**src/rtl/cla_arb_pkg.sv**
```systemverilog
// ----------------------------------------------------------------------------
// cla_arb_pkg
// Shared types and constants for the two-requester carry-lookahead adder
// arbiter.
//   W             : operand width, fixed by the attached adder.
//   req_id_t      : requester identifier (0 or 1).
//   pipe_entry_t  : per-stage tag that follows an operation through the adder
//                   latency {valid, id, a_msb, beff_msb}.
//   fifo_entry_t  : buffered response {sum, cout, ovf}.
//   signed_ovf()  : two's-complement overflow from operand and result sign bits.
// ----------------------------------------------------------------------------
package cla_arb_pkg;

    localparam int W = 32;

    typedef logic req_id_t;

    typedef struct packed {
        logic    valid;
        req_id_t id;
        logic    a_msb;
        logic    beff_msb;
    } pipe_entry_t;

    typedef struct packed {
        logic [W-1:0] sum;
        logic         cout;
        logic         ovf;
    } fifo_entry_t;

    // Overflow happens only when both effective operands share a sign and the
    // result sign differs from it.
    function automatic logic signed_ovf(input logic a_msb,
                                        input logic beff_msb,
                                        input logic sum_msb);
        return (a_msb == beff_msb) && (sum_msb != a_msb);
    endfunction

endpackage

```
**src/rtl/cla_arb_rsp_fifo.sv**
```systemverilog
// ----------------------------------------------------------------------------
// cla_arb_rsp_fifo
// Per-requester response FIFO. Occupancy is exported so the arbiter can issue
// only when a slot is guaranteed for every outstanding result.
// Ports:
//   clk, rst   : clock, synchronous active-high reset
//   push       : write push_data (ignored when full and not popping)
//   push_data  : response entry to store
//   pop        : remove the head entry (ignored when empty)
//   head       : head entry, don't-care when empty
//   not_empty  : at least one entry stored
//   count      : number of stored entries, 0..FDEPTH
// ----------------------------------------------------------------------------
module cla_arb_rsp_fifo
    import cla_arb_pkg::*;
#(
    parameter int FDEPTH = 4
) (
    input  logic                      clk,
    input  logic                      rst,
    input  logic                      push,
    input  fifo_entry_t               push_data,
    input  logic                      pop,
    output fifo_entry_t               head,
    output logic                      not_empty,
    output logic [$clog2(FDEPTH):0]   count
);

    localparam int AW = $clog2(FDEPTH);
    localparam int CW = AW + 1;

    fifo_entry_t   mem [FDEPTH];
    logic [AW-1:0] wr_ptr;
    logic [AW-1:0] rd_ptr;
    logic          full;
    logic          do_push;
    logic          do_pop;

    assign full      = (count == CW'(FDEPTH));
    assign not_empty = (count != '0);
    assign do_pop    = pop && not_empty;
    // A full FIFO still accepts a push when the head leaves in the same cycle.
    assign do_push   = push && (!full || do_pop);

    // NOTE: state registers use non-blocking assignments so every flop samples
    // the pre-edge values of its neighbours, independent of block order.
    always_ff @(posedge clk) begin
        if (rst) begin
            wr_ptr <= '0;
            rd_ptr <= '0;
            count  <= '0;
        end else begin
            // Power-of-two depth: pointers wrap by natural overflow.
            if (do_push) wr_ptr <= wr_ptr + 1'b1;
            if (do_pop)  rd_ptr <= rd_ptr + 1'b1;
            case ({do_push, do_pop})
                2'b10:   count <= count + 1'b1;
                2'b01:   count <= count - 1'b1;
                default: count <= count;
            endcase
        end
    end

    // NOTE: the storage array is deliberately not reset; count gates its use,
    // and leaving it reset-free lets it map onto plain RAM/flops without a
    // reset tree.
    always_ff @(posedge clk) begin
        if (do_push) mem[wr_ptr] <= push_data;
    end

    assign head = mem[rd_ptr];

    // The issue credit check must make this impossible; a push here is lost.
    push_never_full : assert property (@(posedge clk) disable iff (rst)
                                       !(push && full && !pop));

endmodule

```
**src/rtl/cla_add_arbiter.sv**
```systemverilog
// ----------------------------------------------------------------------------
// cla_add_arbiter
// Round-robin scheduler sharing one pipelined carry-lookahead adder/subtractor
// between two requesters. Each grant registers operands toward the adder and
// tags a tracking pipe of LAT stages; when the tag leaves the pipe the adder
// result is captured into the owner's response FIFO. A requester issues only
// while its buffered plus in-flight results fit in its FIFO, so no result is
// ever dropped.
//
// Parameters: LAT (adder latency, >= 1), FDEPTH (FIFO depth, power of two >= 2)
// Ports:
//   clk, rst          : clock, synchronous active-high reset
//   req_valid/ready   : per-requester issue handshake (ready is combinational)
//   req_a, req_b      : operands, requester r at [r*W +: W]
//   req_sub           : 1 = A-B, 0 = A+B
//   add_a/add_b/add_cin : registered operands and carry-in to the adder
//   add_sum/add_cout  : adder result, valid LAT cycles after the handshake
//   rsp_valid/ready   : per-requester response FIFO handshake
//   rsp_sum/cout/ovf  : head-of-FIFO response per requester
// Optional (macro CLA_ARB_PERF_EN):
//   perf_issue        : total grants, wrapping
//   perf_conflict     : cycles with both requesters valid and one refused
//   perf_credit_stall : requester valid but out of FIFO credit
// ----------------------------------------------------------------------------
module cla_add_arbiter
    import cla_arb_pkg::*;
#(
    parameter int LAT    = 6,
    parameter int FDEPTH = 4
) (
    input  logic [0:0]      clk,
    input  logic            rst,
    input  logic [1:0]      req_valid,
    output logic [1:0]      req_ready,
    input  logic [2*W-1:0]  req_a,
    input  logic [2*W-1:0]  req_b,
    input  logic [1:0]      req_sub,
    output logic [W-1:0]    add_a,
    output logic [W-1:0]    add_b,
    output logic            add_cin,
    input  logic [W-1:0]    add_sum,
    input  logic            add_cout,
    output logic [1:0]      rsp_valid,
    input  logic [1:0]      rsp_ready,
    output logic [2*W-1:0]  rsp_sum,
    output logic [1:0]      rsp_cout,
    output logic [1:0]      rsp_ovf
`ifdef CLA_ARB_PERF_EN
    ,
    output logic [31:0]     perf_issue,
    output logic [31:0]     perf_conflict,
    output logic [1:0]      perf_credit_stall
`endif
);

    localparam int CW = $clog2(FDEPTH) + 1;
    localparam logic [CW:0] CREDITS = (CW + 1)'(FDEPTH);

    pipe_entry_t   pipe [LAT];
    logic [CW-1:0] fifo_count [2];
    logic [CW-1:0] inflight   [2];
    logic [1:0]    credit_ok;
    logic [1:0]    eligible;
    logic [1:0]    grant;
    logic          rr_ptr;
    req_id_t       gnt_id;
    logic [W-1:0]  sel_a;
    logic [W-1:0]  sel_b;
    logic          sel_sub;
    pipe_entry_t   tail;
    fifo_entry_t   ret_entry;
    logic [1:0]    push;

    // ------------------------------------------------------------------
    // Credit: buffered results plus results still inside the adder must
    // fit in the FIFO before another operation may be issued.
    // ------------------------------------------------------------------
    // NOTE: every combinational output gets a default before any condition so
    // no path leaves it unassigned, which would infer a latch.
    always_comb begin
        for (int r = 0; r < 2; r++) begin
            inflight[r] = '0;
            for (int s = 0; s < LAT; s++) begin
                if (pipe[s].valid && (pipe[s].id == r[0])) begin
                    inflight[r] = inflight[r] + 1'b1;
                end
            end
            credit_ok[r] = ({1'b0, fifo_count[r]} + {1'b0, inflight[r]}) < CREDITS;
        end
    end

    assign eligible = req_valid & credit_ok;

    // Contention goes to the pointer's requester; a lone eligible requester
    // is served without disturbing the pointer.
    always_comb begin
        grant = 2'b00;
        if (eligible == 2'b11) begin
            grant[rr_ptr] = 1'b1;
        end else begin
            grant = eligible;
        end
    end

    assign req_ready = grant;
    assign gnt_id    = grant[1];
    assign sel_a     = gnt_id ? req_a[2*W-1:W] : req_a[W-1:0];
    assign sel_b     = gnt_id ? req_b[2*W-1:W] : req_b[W-1:0];
    assign sel_sub   = req_sub[gnt_id];

    // ------------------------------------------------------------------
    // Issue registers and the tracking pipe. The pipe never stalls: a
    // result is always accepted because credit was reserved at issue.
    // ------------------------------------------------------------------
    always_ff @(posedge clk) begin
        if (rst) begin
            add_a   <= '0;
            add_b   <= '0;
            add_cin <= 1'b0;
            rr_ptr  <= 1'b0;
            for (int s = 0; s < LAT; s++) begin
                pipe[s] <= '0;
            end
        end else begin
            if (|grant) begin
                add_a   <= sel_a;
                add_b   <= sel_b;
                add_cin <= sel_sub;
            end
            if (eligible == 2'b11) begin
                rr_ptr <= ~rr_ptr;
            end
            // Subtraction is a + ~b + 1 inside the adder, so the effective
            // B sign is the inverted raw sign.
            pipe[0] <= '{valid:    |grant,
                         id:       gnt_id,
                         a_msb:    sel_a[W-1],
                         beff_msb: sel_b[W-1] ^ sel_sub};
            for (int s = 1; s < LAT; s++) begin
                pipe[s] <= pipe[s-1];
            end
        end
    end

    // ------------------------------------------------------------------
    // Retire: the tag leaves the pipe in the same cycle the adder presents
    // the matching result.
    // ------------------------------------------------------------------
    assign tail      = pipe[LAT-1];
    assign ret_entry = '{sum:  add_sum,
                         cout: add_cout,
                         ovf:  signed_ovf(tail.a_msb, tail.beff_msb, add_sum[W-1])};
    assign push      = {tail.valid && tail.id, tail.valid && !tail.id};

    for (genvar r = 0; r < 2; r++) begin : g_rsp
        fifo_entry_t head;

        cla_arb_rsp_fifo #(
            .FDEPTH (FDEPTH)
        ) u_fifo (
            .clk       (clk),
            .rst       (rst),
            .push      (push[r]),
            .push_data (ret_entry),
            .pop       (rsp_ready[r]),
            .head      (head),
            .not_empty (rsp_valid[r]),
            .count     (fifo_count[r])
        );

        assign rsp_sum[r*W +: W] = head.sum;
        assign rsp_cout[r]       = head.cout;
        assign rsp_ovf[r]        = head.ovf;
    end

`ifdef CLA_ARB_PERF_EN
    // ------------------------------------------------------------------
    // Performance counters.
    // ------------------------------------------------------------------
    always_ff @(posedge clk) begin
        if (rst) begin
            perf_issue    <= '0;
            perf_conflict <= '0;
        end else begin
            if (|grant) begin
                perf_issue <= perf_issue + 32'd1;
            end
            if ((req_valid == 2'b11) && (grant != 2'b11)) begin
                perf_conflict <= perf_conflict + 32'd1;
            end
        end
    end

    assign perf_credit_stall = req_valid & ~credit_ok;
`endif

endmodule

```
**config.mk**
```make
export PLATFORM = sky130hd
export DESIGN_NAME = cla_add_arbiter
export DESIGN_NICKNAME = d
export VERILOG_FILES = /design/src/rtl/cla_arb_pkg.sv /design/src/rtl/cla_arb_rsp_fifo.sv /design/src/rtl/cla_add_arbiter.sv
export SDC_FILE = /design/constraint.sdc
export NUM_CORES = 1
export LEC_CHECK = 0
export ABC_AREA = 0
export CAP_MARGIN = 20
export CORE_MARGIN = 2
export CORE_UTILIZATION = 30
export DETAILED_ROUTE_END_ITERATION = 7
export PLACE_DENSITY = 0.63
export RECOVER_POWER = 50
export SETUP_SLACK_MARGIN = 0.05
export SYNTH_ARGS = -nofsm -noshare
export SYNTH_HDL_FRONTEND = slang
export SYNTH_SLANG_ARGS = --single-unit
```
**constraint.sdc**
```tcl
create_clock -name clk -period 15.22 [get_ports clk]
set_input_delay 4.566 -clock clk [delete_from_list [all_inputs] [get_ports clk]]
set_output_delay 4.566 -clock clk [all_outputs]
set_load 0.01 [all_outputs]
```
==> out/results.ini <==
[clock_network]
htreeDepth = 2
cts_tree = yes
clk_latency_ns = 0.56
cts.repair.resized = 0
post_cts_buffers = 0
postCtsHoldBufs = 0
clock_sinks = 380
clk_pin_slew_ns = 0.06
numCtsBuffers = 43
clockBufferDepth = 3
root_buffer = clkbuf_16

[floorplanning]
die_y_um = 230
fp.dieArea_sq_um = 52700
io_pins = 306
core_sq_um = 50200
rows = 82
initial_utilization_pct = 30.4
die_x_um = 230

[power]
peakVddDrop_uv = 76.0
p_per_area_nw_per_um2 = 148
p_leak_uw = 0.00649

[worst_setup_path]
required_ns = 10.65
worstPathArrival_ns = 7.09
startpoint_type = input port
endpoint_kind = output port
crit_type = input port to output port
cp_max_fo = 66

[timing]
min_period_over_period_pct = 76.6
worst_pin_slew_ns = 3.72
fmax_ghz = 0.0858
min_period_ns = 11.65
rsz0062_at_grt = false
setup_violations = 0
worst_hold_slack_ns = 0.419
skew_ns = 0.0190
setup-tns-final_ns = 0
drv_slew = 223
slew_headroom_pct = -148
final-hold-violation-count = 0

[route]
first_pass_iters = 4
viasPerCell = 4.93
ant_nets = 0
vias = 9767
wl_per_cell_um = 21.0
drt_wl_total_um = 41500
drt_iter0_markers = 455
drc = 0

[yosys]
yosys-top-cells-area = edfxtp_1 (54%), dfxtp_1 (14%), mux4_2 (10%)
synth_edf_count = 272
syn_nets = 1180
synth_area_leader_cell = edfxtp_1
ys_seq_area_share_pct = 67.7
synth.distinct_cells = 55
async_reset_ff_share_pct = 0
synth-warning-count = 0
synth.top_cell.area_share_pct = 53.5
synth_ff_type = edfxtp_1
synth_seq_cells = 380
avgSynthCellArea_sq_um = 15.4
synth_area_sq_um = 15300
postSynthCellCount = 991

[outcome]
violations = capacitance limit, slew limit
status = complete, but fails checks

[cells_and_area]
final_common_cell = edfxtp_1
seqCellArea_sq_um = 10300
drive_gt1_share_pct = 12.9
syn_to_final_growth_pct = 32.6
fin_util_pct = 40.3
fillerInstances = 4628
fin_nets = 1469
final_cell_mix = edfxtp_1 (272), clkdlybuf4s50_1 (265), dfxtp_1 (104)
multi_input_area_sq_um = 4500

[global_routing]
grt_max_degree = 85
grt_pass1_wl_um = 62300
grt_pass1_vias = 10100
grtUsageTotal_pct = 15.7
grt_overflow = 0
antenna_found_initial = 5

[place]
gp_congestion = 0.838
portBuffers = 305
dp_hpwl_um = 25900

[hold_path]
hold_class = flip-flop to flip-flop

[job]
max_cap_viol_count = 5

path summary, 6_finish.rpt:
path	from	end	slack, ns	cells after the start
worst max-delay path	req_valid[0]	req_ready[1]	3.57	8
worst min register to register	pipe[3][0]	pipe[4][0]	0.42	1
worst max register to register	pipe[0][2]	add_a[8]	9.35	19
worst min-delay path	pipe[3][0]	pipe[4][0]	0.42	1
cell usage after synthesis (all sizes together), types with 2 or more instances:
cell type	number
nand3	69
and2	11
o21ai	75
mux2	2
clkbuf	38
dfxtp	108
nor2b	26
xnor3	2
xnor2	19
buf	42
and2b	2
nor4b	2
xor2	9
o21a	2
a311oi	65
mux2i	2
edfxtp	272
nor3	66
or3	4
nand2	22
nand4	2
inv	16
nor2	20
nor3b	2
ha	18
a211oi	3
mux4	68
fa	2
a21oi	8
stage by stage:
| stage | instance area, sq um | instances | worst slack [ns] | total power (uW) |
|---|---|---|---|---|
| after floorplan | 15300 | 991 | 4.76 | 1690 |
| after global placement | 18900 | 1906 | 3.62 | 2030 |
| after detailed placement | 18900 | 1907 | 3.57 | 2040 |
| after CTS | 20300 | 1980 | 3.57 | 3030 |
| after global routing | 20200 | 1982 | 3.43 | 3140 |
| final | 20200 | 1982 | 3.57 | 2990 |
registers in the layout, indices dropped and copies added (netlist names), named ones only:
| register | flops |
|---|---|
| pipe | 24 |
| g_rsp.u_fifo.rd_ptr | 4 |
| g_rsp.u_fifo.wr_ptr | 4 |
| g_rsp.u_fifo.count | 6 |
| add_cin | 1 |
| rr_ptr | 1 |
| g_rsp.u_fifo.mem | 272 |
| add_b | 32 |
| add_a | 32 |
cell type report:
| cell class | instances | area share [%] |
|---|---|---|
| Antenna cell | 2 | 0.0247 |
| Multi-Input combinational cell | 515 | 22.2 |
| Inverter | 16 | 0.297 |
| Timing Repair Buffer | 324 | 15.7 |
| Clock inverter | 17 | 0.717 |
| Sequential cell | 380 | 51.1 |
| Tap cell | 672 | 4.15 |
| Clock buffer | 56 | 5.81 |
power breakdown:
part / switching [uW] / internal (uW)
clock network: 415 / 563
logic: 400 / 388
registers: 43.8 / 1180
total: 860 / 2130
worst max-delay path, cell delays in order:
cell,delay (ns)
clkdlybuf4s50_1,0.45
or4b_2,0.63
nor2_1,0.25
o21ai_4,0.08
buf_4,0.34
nand2_1,0.22
inv_1,0.07
clkdlybuf4s50_1,0.47
kinds of logic after synthesis:
| logic type | share of synthesized area, % |
|---|---|
| fa+ha+maj | 1.80 |
| mux | 10.3 |
| buf+inv | 3.03 |
| simple gates | 7.89 |
| compound gates | 7.21 |
| xor+xnor | 2.08 |
| flops | 67.7 |
routing by layer:
layer,track usage (%),routed length (um),up-vias
met3,4.94,3410,75
met5,0,13,-
met2,26.1,20000,384
met4,8.30,2000,2
li1,-,-,4468
met1,18.0,16100,4838
Note: power is estimated with default switching activity, not from simulation.
